### src/rtl/mem_request_queue_if.sv
// mem_request_queue_if: CPU request/response and memory-subsystem signals of the request queue
interface mem_request_queue_if;
   logic        req_valid;
   logic        req_ready;
   logic        req_store;
   logic [31:0] req_addr;
   logic [31:0] req_data;
   logic        rsp_valid;
   logic        rsp_store;
   logic        rsp_err;
   logic [31:0] rsp_data;
   logic [31:0] mem_addr;
   logic [31:0] mem_wdata;
   logic        mem_load;
   logic        mem_store;
   logic [31:0] mem_rdata;
   logic        mem_done;
   modport slave (
      input  req_valid, req_store, req_addr, req_data, mem_rdata, mem_done,
      output req_ready, rsp_valid, rsp_store, rsp_err, rsp_data,
             mem_addr, mem_wdata, mem_load, mem_store
   );
   modport master (
      output req_valid, req_store, req_addr, req_data, mem_rdata, mem_done,
      input  req_ready, rsp_valid, rsp_store, rsp_err, rsp_data,
             mem_addr, mem_wdata, mem_load, mem_store
   );
endinterface

### src/rtl/mem_request_queue.sv
// mem_request_queue: in-order FIFO of load/store requests issued one at a time with a completion watchdog
module mem_request_queue #(
   parameter int DEPTH      = 4,
   parameter int WAIT_LIMIT = 64
) (
   input  logic                     clk_i,
   input  logic                     rst_ni,
   mem_request_queue_if.slave       q_if,
   output logic                     busy_o,
   output logic [$clog2(DEPTH):0]   count_o
);
   localparam int AW = $clog2(DEPTH);
   localparam int WW = $clog2(WAIT_LIMIT + 1);
   typedef enum logic [1:0] {IDLE, ISSUE, WAIT, RESP} state_e;
   typedef struct packed {
      logic        store;
      logic [31:0] addr;
      logic [31:0] data;
   } entry_t;
   entry_t        fifo_q [DEPTH];
   state_e        state_q, state_d;
   logic [AW-1:0] wr_q, wr_d, rd_q, rd_d;
   logic [AW:0]   cnt_q, cnt_d;
   logic [WW-1:0] wcnt_q, wcnt_d;
   logic          cur_store_q, cur_store_d;
   logic [31:0]   mem_addr_q, mem_addr_d, mem_wdata_q, mem_wdata_d;
   logic          rsp_store_q, rsp_store_d, rsp_err_q, rsp_err_d;
   logic [31:0]   rsp_data_q, rsp_data_d;
   logic          push, pop, done, tmo, strobe;
   assign q_if.req_ready = cnt_q != (AW+1)'(DEPTH);
   assign push   = q_if.req_valid && q_if.req_ready;
   assign done   = state_q == WAIT && q_if.mem_done;
   // completion in the final wait cycle takes priority over the timeout
   assign tmo    = state_q == WAIT && !q_if.mem_done && wcnt_q == WW'(WAIT_LIMIT);
   assign pop    = done || tmo;
   assign strobe = state_q == ISSUE || state_q == WAIT;
   always_comb begin
      state_d     = state_q;
      wcnt_d      = wcnt_q;
      cur_store_d = cur_store_q;
      mem_addr_d  = mem_addr_q;
      mem_wdata_d = mem_wdata_q;
      rsp_store_d = rsp_store_q;
      rsp_err_d   = rsp_err_q;
      rsp_data_d  = rsp_data_q;
      wr_d        = wr_q + AW'(push);
      rd_d        = rd_q + AW'(pop);
      cnt_d       = cnt_q + (AW+1)'(push) - (AW+1)'(pop);
      case (state_q)
         IDLE: if (cnt_q != '0) begin
            state_d     = ISSUE;
            cur_store_d = fifo_q[rd_q].store;
            mem_addr_d  = fifo_q[rd_q].addr;
            mem_wdata_d = fifo_q[rd_q].data;
         end
         ISSUE: begin
            state_d = WAIT;
            wcnt_d  = WW'(1);
         end
         WAIT: begin
            wcnt_d = wcnt_q + WW'(1);
            if (pop) begin
               state_d     = RESP;
               rsp_store_d = cur_store_q;
               rsp_err_d   = tmo;
               rsp_data_d  = done && !cur_store_q ? q_if.mem_rdata : '0;
            end
         end
         RESP: state_d = IDLE;
      endcase
   end
   always_ff @(posedge clk_i) begin
      if (!rst_ni) begin
         state_q     <= IDLE;
         wr_q        <= '0;
         rd_q        <= '0;
         cnt_q       <= '0;
         wcnt_q      <= '0;
         cur_store_q <= 1'b0;
         mem_addr_q  <= '0;
         mem_wdata_q <= '0;
         rsp_store_q <= 1'b0;
         rsp_err_q   <= 1'b0;
         rsp_data_q  <= '0;
      end else begin
         state_q     <= state_d;
         wr_q        <= wr_d;
         rd_q        <= rd_d;
         cnt_q       <= cnt_d;
         wcnt_q      <= wcnt_d;
         cur_store_q <= cur_store_d;
         mem_addr_q  <= mem_addr_d;
         mem_wdata_q <= mem_wdata_d;
         rsp_store_q <= rsp_store_d;
         rsp_err_q   <= rsp_err_d;
         rsp_data_q  <= rsp_data_d;
      end
   end
   always_ff @(posedge clk_i) begin
      if (push) fifo_q[wr_q] <= {q_if.req_store, q_if.req_addr, q_if.req_data};
   end
   assign q_if.mem_load  = strobe && !cur_store_q;
   assign q_if.mem_store = strobe && cur_store_q;
   assign q_if.mem_addr  = mem_addr_q;
   assign q_if.mem_wdata = mem_wdata_q;
   assign q_if.rsp_valid = state_q == RESP;
   assign q_if.rsp_store = rsp_store_q;
   assign q_if.rsp_err   = rsp_err_q;
   assign q_if.rsp_data  = rsp_data_q;
   assign busy_o  = state_q != IDLE || cnt_q != '0;
   assign count_o = cnt_q;
endmodule

### src/flat_wrapper.sv
// flat-port wrapper written by rule: the top's interface ports become plain ports
module mem_request_queue_flat 
#(
   parameter int DEPTH      = 4,
   parameter int WAIT_LIMIT = 64
)
  (clk_i, rst_ni, busy_o, count_o, q_if_req_valid, q_if_req_store, q_if_req_addr, q_if_req_data, q_if_mem_rdata, q_if_mem_done, q_if_req_ready, q_if_rsp_valid, q_if_rsp_store, q_if_rsp_err, q_if_rsp_data, q_if_mem_addr, q_if_mem_wdata, q_if_mem_load, q_if_mem_store);
  mem_request_queue_if q_if_i ();
  input  logic clk_i;
  input  logic rst_ni;
  output logic busy_o;
  output logic [$clog2(DEPTH):0] count_o;
  input wire logic [$bits(q_if_i.req_valid)-1:0] q_if_req_valid;
  input wire logic [$bits(q_if_i.req_store)-1:0] q_if_req_store;
  input wire logic [$bits(q_if_i.req_addr)-1:0] q_if_req_addr;
  input wire logic [$bits(q_if_i.req_data)-1:0] q_if_req_data;
  input wire logic [$bits(q_if_i.mem_rdata)-1:0] q_if_mem_rdata;
  input wire logic [$bits(q_if_i.mem_done)-1:0] q_if_mem_done;
  output wire logic [$bits(q_if_i.req_ready)-1:0] q_if_req_ready;
  output wire logic [$bits(q_if_i.rsp_valid)-1:0] q_if_rsp_valid;
  output wire logic [$bits(q_if_i.rsp_store)-1:0] q_if_rsp_store;
  output wire logic [$bits(q_if_i.rsp_err)-1:0] q_if_rsp_err;
  output wire logic [$bits(q_if_i.rsp_data)-1:0] q_if_rsp_data;
  output wire logic [$bits(q_if_i.mem_addr)-1:0] q_if_mem_addr;
  output wire logic [$bits(q_if_i.mem_wdata)-1:0] q_if_mem_wdata;
  output wire logic [$bits(q_if_i.mem_load)-1:0] q_if_mem_load;
  output wire logic [$bits(q_if_i.mem_store)-1:0] q_if_mem_store;
  assign q_if_i.req_valid = q_if_req_valid;
  assign q_if_i.req_store = q_if_req_store;
  assign q_if_i.req_addr = q_if_req_addr;
  assign q_if_i.req_data = q_if_req_data;
  assign q_if_i.mem_rdata = q_if_mem_rdata;
  assign q_if_i.mem_done = q_if_mem_done;
  assign q_if_req_ready = q_if_i.req_ready;
  assign q_if_rsp_valid = q_if_i.rsp_valid;
  assign q_if_rsp_store = q_if_i.rsp_store;
  assign q_if_rsp_err = q_if_i.rsp_err;
  assign q_if_rsp_data = q_if_i.rsp_data;
  assign q_if_mem_addr = q_if_i.mem_addr;
  assign q_if_mem_wdata = q_if_i.mem_wdata;
  assign q_if_mem_load = q_if_i.mem_load;
  assign q_if_mem_store = q_if_i.mem_store;
  mem_request_queue #(.DEPTH(DEPTH), .WAIT_LIMIT(WAIT_LIMIT)) u_core (.clk_i(clk_i), .rst_ni(rst_ni), .q_if(q_if_i), .busy_o(busy_o), .count_o(count_o));
endmodule
### config.mk
export PLATFORM = sky130hd
export DESIGN_NAME = mem_request_queue_flat
export DESIGN_NICKNAME = d
export VERILOG_FILES = /design/src/rtl/mem_request_queue_if.sv /design/src/rtl/mem_request_queue.sv /design/src/flat_wrapper.sv
export SDC_FILE = /design/constraint.sdc
export NUM_CORES = 1
export LEC_CHECK = 0
export CAP_MARGIN = 10
export CORE_UTILIZATION = 48
export DETAILED_ROUTE_END_ITERATION = 12
export PLACE_DENSITY_LB_ADDON = 0.08
export SYNTH_ARGS = -nofsm -noshare
export SYNTH_HDL_FRONTEND = slang
export SYNTH_SLANG_ARGS = --single-unit
export TNS_END_PERCENT = 100
### constraint.sdc
create_clock -name clk_i -period 7.18 [get_ports clk_i]
set_input_delay 1.795 -clock clk_i [delete_from_list [all_inputs] [get_ports clk_i]]
set_output_delay 1.795 -clock clk_i [all_outputs]
set_load 0.03 [all_outputs]
# Yosys cells after proc, flatten, opt, wreduce, memory -nomap -nowiden
# Memories as Yosys holds them, arrays and structs flattened. A register that Yosys moved wholly into a read port is not among the register bits.
# Cells that the tools add are included.
dict set report word_totals {
  ramBits 260
  regBits 50
  input_bits 101
  elab_cells 48
  mem_count 1
}
# name words word_bits read_ports rd_ports_with_merged_regs write_ports line_no
set mem_list {}
lappend mem_list {u_core.fifo_q 4 65 1 1 1 mem_request_queue.sv:20} ;# entry_t fifo_q [DEPTH];
dict set report classes {
  addsub 5
  eq_ne 7
  n_mux 7
  reduce_logical 20
}
# operator count
set ops {}
lappend ops {{32-bit 2-to-1 mux} 1}
lappend ops {{7-bit case mux with 2 select lines} 1}
lappend ops {{2-bit case mux with 4 select lines} 1}
lappend ops {{7-bit by 1-bit adder with 7-bit output (second input constant)} 1}
lappend ops {{7-bit == test (second input constant)} 1}
lappend ops {{1-bit logical AND} 7}
lappend ops {{2-bit AND reduction} 3}
lappend ops {{2-bit by 1-bit adder with 2-bit output} 2}
lappend ops {{2-bit == test (second input constant)} 2}
lappend ops {{2-bit 2-to-1 mux} 2}
lappend ops {{2-bit by 1-bit inequality test with 1-bit output (second input constant)} 2}
lappend ops {{2-bit nonzero test} 2}
lappend ops {{3-bit by 1-bit adder with 3-bit output} 1}
lappend ops {{1-bit zero test} 3}
lappend ops {{1-bit logical OR} 3}
lappend ops {{3-bit inequality test (second input constant)} 1}
lappend ops {{3-bit nonzero test} 1}
lappend ops {{3-bit by 1-bit subtractor with 3-bit output} 1}
lappend ops {{2-bit by 1-bit == test with 1-bit output (second input constant)} 1}
lappend ops {{2-bit zero test} 1}
lappend ops {{1-bit 2-to-1 mux} 2}

# Logic depth before layout (Yosys ltp)
# Gate-level depths: netlist (run 1).
dict set report depth {
  word_depth 6
  depth_mapped 11
  depth_no_buf 11
}

# Worst setup path after synthesis (run 1)
# OpenSTA, ideal clock, no wires.
dict set report synth_path {
  kind {input -> register}
  startpoint {in q_if_req_valid}
  endpoint {mem u_core.fifo_q[0][0] (netlist bit), enable pin}
  path_stages 2
  t_arrival_ns 7.041
  t_required_ns 6.598
  path_buffers 0
  slack_ns -0.443
  cell_sequence {a21boi_0 > nor3b_1}
}
dict set report synth_between {
  elab_chain_cells 3
}
# element line_no
set synth_lines {}
lappend synth_lines {{start: declaration} flat_wrapper.sv:13} ;# input wire logic [$bits(q_if_i.req_valid)-1:0] q_if_req_valid;
lappend synth_lines {{1-bit logical AND} mem_request_queue.sv:31} ;# assign push = q_if.req_valid && q_if.req_ready;
lappend synth_lines {{1-bit 2-to-1 mux} mem_request_queue.sv:100} ;# if (push) fifo_q[wr_q] <= {q_if.req_store, q_if.req_addr, q_if.req_data};
lappend synth_lines {{1-bit 2-to-1 mux (implied by the code)} mem_request_queue.sv:100}
lappend synth_lines {{end: declaration} mem_request_queue.sv:20}
# No other way between the ends.

# Worst setup path after layout (run 1)
dict set report layout_path {
  startpoint {reg u_core.state_q[0]}
  endpoint {out q_if_mem_load}
}
dict set report layout_between {
  elab_chain_cells 3
}
# element line_no
set layout_lines {}
lappend layout_lines {{start: declaration} mem_request_queue.sv:21} ;# state_e state_q, state_d;
lappend layout_lines {{start signal: assignment} mem_request_queue.sv:86} ;# state_q <= state_d;
lappend layout_lines {{2-bit by 1-bit == test with 1-bit output / 2-bit == test (equally long branches)} mem_request_queue.sv:36} ;# assign strobe = state_q == ISSUE || state_q == WAIT;
lappend layout_lines {{1-bit logical OR (*)} mem_request_queue.sv:36}
lappend layout_lines {{1-bit logical AND (*)} mem_request_queue.sv:102} ;# assign q_if.mem_load = strobe && !cur_store_q;
lappend layout_lines {{end: declaration} flat_wrapper.sv:26} ;# output wire logic [$bits(q_if_i.mem_load)-1:0] q_if_mem_load;
# Every way passes the cells marked *; elsewhere a longest branch is shown, timed or not.

==> results.yml, run 1 <==
clock_tree:
  cts.clk_slew.worst_paths_ps: 60
  cts_made_buffers: 38
  cts_resized: 0
  cts_tree: "done"
  ctsHoldBuffers: 0
  htreeDepth: 2
  worstSkewPairLatency_ps: 510
  cts_buffer_depth: 3
  postCtsSetupRepairBufs: 0
  cts_root_buf: "clkbuf_16"
  clkSinkCount: 375
sta:
  fin_skew_ps: 19.72
  setup_viol_count_final: 0
  hold_viol: 0
  tns_ps: 0
  max_freq_ghz: 0.2452
  slew_headroom: 0.2950
  period_share: 0.5679
  slew_viol_final: 0
  rsz0062_at_grt: "no"
  max_slew.worst_pin.slew_ps: 1058
  min_period_ps: 4078
  setup_slack_ps: 3102
setup_path:
  crit_required_ps: 5390
  endpoint_kind: "output pin"
  arrival_ps: 2280
  start_kind: "flop"
  critPathKind: "flop to output pin"
  r2r-start: "u_core.count_o[1]"
  crit_fanout: 9
  rr_endpoint: "u_core.fifo_q[2][20]"
  ff2ff_setup_slack_ps: 4560
  reg2reg_depth: 6
die:
  initial_core_util: 0.4900
  row_count: 60
  die_x_um: 168.1
  die_h_um: 168.1
  num_io_pins: 207
  core_area_um2: 27030
  design.die.area_um2: 28260
power_and_ir_drop:
  power.density_nw_per_um2: 370.3
  ir_drop_mv: 0.2735
  p_clk_frac: 0.314
  pwr-share-seq: 0.452
  power.internal_mw: 4.502
  pwr-share-comb: 0.234
  power.switching_mw: 1.757
  switching_share: 0.2807
  p_leak_nw: 5.683
global_route:
  overflow: 0
  grt_max_degree: 67
  grt_pass1_wl_um: 40720
  grt_usage: 0.1886
  first_global_vias: 7328
  antenna_found_initial: 3
route:
  drc_errors: 0
  vias: 6852
  drt_pre_antenna_iters: 4
  postRouteAntennaNets: 0
  wire_per_inst_um: 20.88
  first_iter_violations: 454
  avgViaCountPerCell: 5.482
  wl_um: 26100
final_layout:
  stdcell_area_um2: 16900
  area_growth_syn_to_layout_pct: 27.61
  drive_gt1_frac: 0.1564
  finish.utilization: 0.6254
  nets: 990
worst_hold_path:
  min_to: "u_core.q_if.rsp_store"
  hold_depth: 2
  hold_start: "u_core.q_if.rsp_store"
  hp-class: "flop to flop"
synthesis:
  async_reset_ff_frac: 0
  synth_cell_types: 35
  synth_nets: 772
  ys_seq_area_frac: 0.7633
  synth_top_area_frac: 0.5895
  synth_edf_count: 260
  synth_top_cell_by_area: "edfxtp_1"
  syn_inst: 661
  syn_area_per_cell_um2: 20.04
  synth-seq-cells: 375
  yosysWarnings: 0
  netlist_area_um2: 13240
  ys.flop_type: "edfxtp_1"
  synth.area.top_cells: "edfxtp_1, dfxtp_1, mux4_2"
placed_design:
  place_hpwl_um: 15310
  port-buffer-count: 206
  gp_congestion: 0.7318
  post_dp_cell_area_um2: 15600
  dp_worst_setup_slack_ps: 2352
run:
  drv_cap: 0
status:
  status: "complete, no violations"
per-stage QoR:
stage | std cells | hold WS, ps | total power [mW]
after CTS | 1247 | 463.8 | 6.331
final | 1250 | 462.2 | 6.259
after global routing | 1250 | 484.9 | 6.514
after floorplan | 661 | 464.8 | 3.752
after detailed placement | 1178 | 454.7 | 4.355
after global placement | 1178 | 446.4 | 4.319
placed cells by master, fill, tap and decap left out, types with 2 or more instances in the layout:
cell | Yosys | final
edfxtp_1 | 260 | 260
clkdlybuf4s50_1 | 0 | 206
dfxtp_1 | 115 | 113
a22o_1 | 97 | 97
mux4_2 | 65 | 65
clkbuf_16 | 0 | 39
nand2_1 | 13 | 13
inv_1 | 11 | 11
clkbuf_1 | 6 | 11
ha_1 | 9 | 9
nor2_1 | 10 | 8
and2_1 | 8 | 8
buf_4 | 6 | 7
xor2_1 | 5 | 5
clkbuf_8 | 0 | 5
o21ai_0 | 4 | 4
clkinv_2 | 0 | 4
bufinv_16 | 0 | 4
a21oi_1 | 3 | 3
mux2i_1 | 3 | 3
clkinv_1 | 0 | 3
nor2_4 | 0 | 2
nor3b_2 | 1 | 2
nand4_1 | 2 | 2
or3_1 | 2 | 2
xnor2_1 | 2 | 2
clkinvlp_4 | 0 | 2
dfxtp_4 | 0 | 2
worst max-delay path by stage:
stage                      start              endpoint  slack, ps
2_1_floorplan     q_if_req_valid   u_core.fifo_q[1][0]       1680
6_report       u_core.state_q[0]         q_if_mem_load       3100
5_1_grt        u_core.state_q[0]         q_if_mem_load       2980
3_5_place_dp      q_if_req_valid  u_core.fifo_q[2][34]       2350
4_1_cts           q_if_req_valid  u_core.fifo_q[2][20]       2870
3_3_place_gp      q_if_req_valid  u_core.fifo_q[2][36]       2420
cell families after synthesis:
| group | count (synthesis) | share of synthesized area |
|---|---|---|
| AOI/OAI and AO/OA | 110 | 0.07048 |
| xor gates and xnor gates | 7 | 0.004629 |
| adders and majority gates | 10 | 0.01001 |
| buffers and inverters | 48 | 0.02135 |
| DFF | 375 | 0.7633 |
| muxes | 68 | 0.1128 |
| and+or+nand+nor | 43 | 0.01738 |
synth_stat cells (3+ instances only):
cell type,instances
a21oi_1,3
a22o_1,97
and2_1,8
buf_2,16
buf_4,6
buf_6,8
clkbuf_1,6
dfxtp_1,115
edfxtp_1,260
ha_1,9
inv_1,11
mux2i_1,3
mux4_2,65
nand2_1,13
nor2_1,10
o21ai_0,4
xor2_1,5
layout make-up:
| type | instances | area [µm²] |
|---|---|---|
| fill | 1922 | 10120 |
| sequential | 375 | 10120 |
| multi-input combinational | 238 | 2895 |
| timing repair buffer | 215 | 2157 |
| clock buffer | 55 | 1086 |
| tap | 341 | 426.7 |
| clock inverter | 14 | 175.2 |
| inverter | 11 | 41.29 |
| antenna | 1 | 2.502 |
per-layer routing:
metal  wire length, µm  track usage
met1             11060       0.2413
met2             13190       0.3246
met3              1276      0.04090
met4               531      0.05613
met5                31            0
registers in the layout (all words and copies together), names as in the netlist:
register and cells:
u_core.count_o 3, u_core.cur_store_q 1, u_core.fifo_q 260, u_core.q_if.mem_addr 32, u_core.q_if.mem_wdata 32, u_core.q_if.rsp_data 32
u_core.q_if.rsp_err 1, u_core.q_if.rsp_store 1, u_core.rd_q 2, u_core.state_q 2, u_core.wcnt_q 7, u_core.wr_q 2
power by group through the flow:
| stage | Sequential [mW] | Combinational [mW] | Clock (mW) |
|---|---|---|---|
| 3_3_place_gp | 2.86 | 1.46 | 0 |
| 6_report | 2.83 | 1.47 | 1.96 |
| 3_5_place_dp | 2.88 | 1.48 | 0 |
| 5_1_grt | 2.87 | 1.56 | 2.09 |
| 4_1_cts | 2.83 | 1.48 | 2.01 |
| 2_1_floorplan | 3.17 | 0.580 | 0 |
worst max-delay path, cell delays in order, from the launching register on:
cell and delay (ps):
dfxtp_1 370, inv_1 80, ha_1 450, inv_1 100
nor2_1 110, clkdlybuf4s50_1 680
No activity file was read; power rests on OpenSTA's default activity.
==> inputs of run 2 (changes only) <==
==> constraint.sdc (replaced) <==
create_clock -name clk_i -period 3.71 [get_ports clk_i]
set_input_delay 0.9275 -clock clk_i [delete_from_list [all_inputs] [get_ports clk_i]]
set_output_delay 0.9275 -clock clk_i [all_outputs]
set_load 0.03 [all_outputs]
==> run 2 against run 1 <==
Sequential cell count is the same. Critical path type unchanged. Final cell count grew 0.80%. Sequential share of layout area shrank 0.49 points. Die area is the same. Core utilization grew 0.51 points. Via count grew 1.3%. Largest cell class unchanged. Register-to-register slack lost 3400 ps. Clock power grew 94%. Worst setup slack lost 2600 ps. Clock-buffer cell count is the same.
==> results.yml, run 2 (synthesized netlist as in run 1, its figures left out) <==
status:
  status: "complete, no violations"
clock_tree:
  postCtsSetupRepairBufs: 0
  cts.clk_slew.worst_paths_ps: 60
  cts_buffer_depth: 3
  cts_made_buffers: 39
  clkSinkCount: 375
  htreeDepth: 2
  cts_resized: 0
  cts_root_buf: "clkbuf_16"
  worstSkewPairLatency_ps: 530
  ctsHoldBuffers: 0
  cts_tree: "done"
global_route:
  overflow: 0
  grt_max_degree: 67
  antenna_found_initial: 2
  grt_usage: 0.1974
  first_global_vias: 7434
  grt_pass1_wl_um: 42380
sta:
  max_slew.worst_pin.slew_ps: 1062
  hold_viol: 0
  setup_viol_count_final: 0
  slew_viol_final: 0
  rsz0062_at_grt: "no"
  period_share: 0.8683
  min_period_ps: 3221
  slew_headroom: 0.2919
  fin_skew_ps: 22.64
  max_freq_ghz: 0.3104
route:
  wl_um: 27220
  first_iter_violations: 493
  postRouteAntennaNets: 0
  avgViaCountPerCell: 5.508
  drc_errors: 0
  drt_pre_antenna_iters: 6
  vias: 6940
  wire_per_inst_um: 21.60
setup_path:
  ff2ff_setup_slack_ps: 1150
  reg2reg_depth: 11
  start_kind: "flop"
  critPathKind: "flop to output pin"
  rr_endpoint: "u_core.count_o[2]"
  crit_required_ps: 2780
  arrival_ps: 2290
  r2r-start: "u_core.state_q[0]"
  endpoint: "q_if_mem_load"
  setup.worst_path.start: "u_core.state_q[0]"
  endpoint_kind: "output pin"
  crit_fanout: 9
placed_design:
  placed_cells: 1186
  place_hpwl_um: 16220
  gp_congestion: 0.7407
  port-buffer-count: 206
final_layout:
  regMostFlops: "u_core.fifo_q"
  layout_commonest_cell: "edfxtp_1"
  nets: 997
  final_cells: 1260
  largest_reg_flops: 260
  drive_gt1_frac: 0.1592
  final_cell_mix: "edfxtp_1, clkdlybuf4s50_1, dfxtp_1, a22o_1, mux4_2"
  area_growth_syn_to_layout_pct: 28.66
power_and_ir_drop:
  ir_drop_mv: 0.4847
  power.density_nw_per_um2: 717.7
  power_mw: 12.23
  p_leak_nw: 5.738
die:
  num_io_pins: 207
  core_area_um2: 27030
  row_count: 60
  design.die.area_um2: 28260
  die_h_um: 168.1
  initial_core_util: 0.4900
  die_x_um: 168.1
worst_hold_path:
  hp-class: "flop to flop"
run:
  drv_cap: 0
-- run 2: cell count changes in the layout (fill, tap and decap cells not counted), sizes merged --
cell	change
clkinv	+3
buf	+6
inv	+2
diode	+1
clkinvlp	-2
-- run 2: where the power goes --
part,leakage (nW),total [mW],switching (mW),internal (mW)
Clock,0.613,3.81,1.52,2.29
Sequential,3.32,5.46,0.318,5.14
Combinational,1.80,2.96,1.64,1.32
-- run 2: how the worst min path moves through the flow --
stage,start,to,slack (ps),depth (start not counted)
2_1_floorplan,u_core.wcnt_q[0],u_core.wcnt_q[0],460,1
3_3_place_gp,u_core.q_if.rsp_store,u_core.q_if.rsp_store,450,2
3_5_place_dp,u_core.q_if.rsp_store,u_core.q_if.rsp_store,450,2
4_1_cts,u_core.q_if.rsp_store,u_core.q_if.rsp_store,460,2
5_1_grt,u_core.q_if.rsp_store,u_core.q_if.rsp_store,480,2
6_report,u_core.q_if.rsp_store,u_core.q_if.rsp_store,460,2
-- run 2: area by class of cell --
| type | instances | area [µm²] |
|---|---|---|
| timing repair buffer | 221 | 2300 |
| clock inverter | 17 | 188.9 |
| tap | 341 | 426.7 |
| sequential | 375 | 10120 |
| clock buffer | 55 | 1066 |
| fill | 1919 | 9986 |
| antenna | 2 | 5.005 |
| multi-input combinational | 238 | 2895 |
| inverter | 11 | 41.29 |
-- run 2: per-stage QoR --
step | worst slack [ps] | hold slack [ps] | area, µm² | utilization | setup TNS, ps
2_1_floorplan | -719.9 | 464.8 | 13250 | - | -46790
3_3_place_gp | 678.5 | 447.2 | 15780 | 0.5839 | 0
3_5_place_dp | 666.5 | 449.6 | 15780 | 0.5839 | 0
4_1_cts | 460.6 | 457.5 | 17040 | 0.6303 | 0
5_1_grt | 379.3 | 479.6 | 17040 | 0.6304 | 0
6_report | 488.6 | 456.8 | 17040 | 0.6305 | 0
-- run 2: worst max-delay path, cell delays in order, from the launching register on --
cell	delay, ps
dfxtp_1	360
inv_1	80
ha_1	460
inv_1	100
nor2_1	120
clkdlybuf4s50_1	670
-- run 2: layer usage --
| metal | track usage | part of all wire | vias to the layer above |
|---|---|---|---|
| met5 | 0 | 0 | - |
| met4 | 0.05968 | 0.022 | 0 |
| met3 | 0.04161 | 0.053 | 49 |
| met2 | 0.3353 | 0.51 | 183 |
| met1 | 0.2570 | 0.42 | 3566 |
| li1 | - | - | 3142 |
==> inputs of run 3 (changes only) <==
--- a/config.mk
+++ b/config.mk
@@ -6,8 +6,10 @@
 export NUM_CORES = 1
 export LEC_CHECK = 0
 export CAP_MARGIN = 10
-export CORE_UTILIZATION = 48
+export CORE_UTILIZATION = 56
+export CTS_CLUSTER_SIZE = 8
 export DETAILED_ROUTE_END_ITERATION = 12
+export DONT_BUFFER_PORTS = 1
 export PLACE_DENSITY_LB_ADDON = 0.08
 export SYNTH_ARGS = -nofsm -noshare
 export SYNTH_HDL_FRONTEND = slang
==> run 3 against run 2 <==
Die area down 14%. Via count down 9.9%. Power down 3.6%. Sequential power up 14%. Non-clock buffer count down 208. Sequential share of layout area up 7.7 points. Sequential cell count unchanged. Cell area down 11%. Critical endpoint unchanged.
==> results.yml, run 3 (synthesized netlist as in run 1, its figures left out) <==
clock_tree:
  cts_tree: "done"
  cts_made_buffers: 52
  cts.clk_slew.worst_paths_ps: 50
  cts_buffer_depth: 3
  cts_root_buf: "clkbuf_16"
  worstSkewPairLatency_ps: 540
  ctsHoldBuffers: 0
  htreeDepth: 2
  postCtsSetupRepairBufs: 0
  cts_resized: 0
  clkSinkCount: 375
final_layout:
  layout_commonest_cell: "edfxtp_1"
  antenna_cells: 0
  regMostFlops: "u_core.fifo_q"
  largest_reg_flops: 260
  area_growth_syn_to_layout_pct: 13.93
  nFillCells: 1562
  drive_gt1_frac: 0.1989
  multi_input_area_um2: 2889
  final_cell_mix: "edfxtp_1, dfxtp_1, a22o_1, mux4_2, clkbuf_16"
  nets: 802
  regArea_um2: 10120
global_route:
  antenna_found_initial: 0
  grt_usage: 0.2052
  first_global_vias: 6675
  overflow: 0
  grt_max_degree: 67
  grt_pass1_wl_um: 37190
setup_path:
  endpoint_kind: "output pin"
  arrival_ps: 1950
  rr_endpoint: "u_core.count_o[2]"
  endpoint: "q_if_mem_load"
  crit_fanout: 9
  setup.worst_path.start: "u_core.state_q[1]"
  reg2reg_depth: 11
  start_kind: "flop"
  critPathKind: "flop to output pin"
  crit_required_ps: 2780
  r2r-start: "u_core.state_q[0]"
  ff2ff_setup_slack_ps: 1130
placed_design:
  dp_worst_setup_slack_ps: 1129
  gp_congestion: 0.7422
  port-buffer-count: 0
  place_hpwl_um: 14220
route:
  dr.max_layer_used: "met4"
  wl_um: 24310
  met3_length_um: 2024
  postRouteAntennaNets: 0
  wire_per_inst_um: 23.22
  avgViaCountPerCell: 5.972
  wl_met1_um: 9661
  drt_pre_antenna_iters: 5
  vias: 6253
  first_iter_violations: 434
  wl_met2_um: 12160
  drc_errors: 0
die:
  die_x_um: 155.8
  core_area_um2: 22920
  initial_core_util: 0.5779
  design.die.area_um2: 24270
  die_h_um: 155.8
  row_count: 55
  num_io_pins: 207
status:
  status: "complete, no violations"
sta:
  slew_headroom: 0.2285
  max_freq_ghz: 0.3476
  hold_viol: 0
  setup_viol_count_final: 0
  slew_viol_final: 0
  max_slew.worst_pin.slew_ps: 1156
  fin_skew_ps: 18.65
  period_share: 0.7755
  rsz0062_at_grt: "no"
  tns_ps: 0
  setup_slack_ps: 832.9
  min_period_ps: 2877
  holdWs_ps: 475.7
worst_hold_path:
  hp-class: "input port to flop"
power_and_ir_drop:
  power_mw: 11.79
  p_leak_nw: 5.046
  power.density_nw_per_um2: 781.2
  ir_drop_mv: 0.4632
run:
  drv_cap: 0
[run 3: stage by stage]
step           instance area, µm²    util  instances
6_report                    15090  0.6584       1047
5_1_grt                     15090  0.6584       1047
4_1_cts                     15090  0.6584       1047
3_5_place_dp                13590  0.5929        950
3_3_place_gp                13590  0.5929        950
2_1_floorplan               13250       -        661
[run 3: worst min path at each step]
stage / start / end / slack (ps) / cells after the start
after floorplan: u_core.wcnt_q[0] / u_core.wcnt_q[0] / 460 / 1
after global placement: u_core.state_q[1] / u_core.state_q[1] / 480 / 2
after detailed placement: u_core.wcnt_q[0] / u_core.wcnt_q[0] / 490 / 1
after CTS: q_if_req_addr[13] / u_core.fifo_q[0][45] / 460 / 0
after global routing: q_if_req_addr[0] / u_core.fifo_q[1][32] / 450 / 0
final: q_if_req_addr[16] / u_core.fifo_q[0][48] / 480 / 0
[run 3: area by class of cell]
| class | count | area share |
|---|---|---|
| sequential | 375 | 0.6705 |
| tap | 313 | 0.02596 |
| inverter | 11 | 0.002737 |
| multi-input combinational | 238 | 0.1915 |
| timing repair buffer | 13 | 0.009785 |
| clock buffer | 95 | 0.09835 |
| clock inverter | 2 | 0.001161 |
[run 3: critical path, stage by stage, from the launching register on]
cell	delay [ps]
dfxtp_1	380
inv_1	60
ha_1	440
inv_1	100
nor2_1	450
[run 3: metal layers]
layer / global-route usage / vias up
met1: 0.2512 / 3244
met3: 0.07056 / 41
met2: 0.3410 / 215
met4: 0.07049 / 0
met5: 0 / -
li1: - / 2753
[run 3: power by group]
group | switching (mW) | internal [mW] | leakage, nW
clock | 1.59 | 2.66 | 0.712
combinational | 0.735 | 0.605 | 1.01
sequential | 1.04 | 5.15 | 3.32
total | 3.37 | 8.42 | 5.05
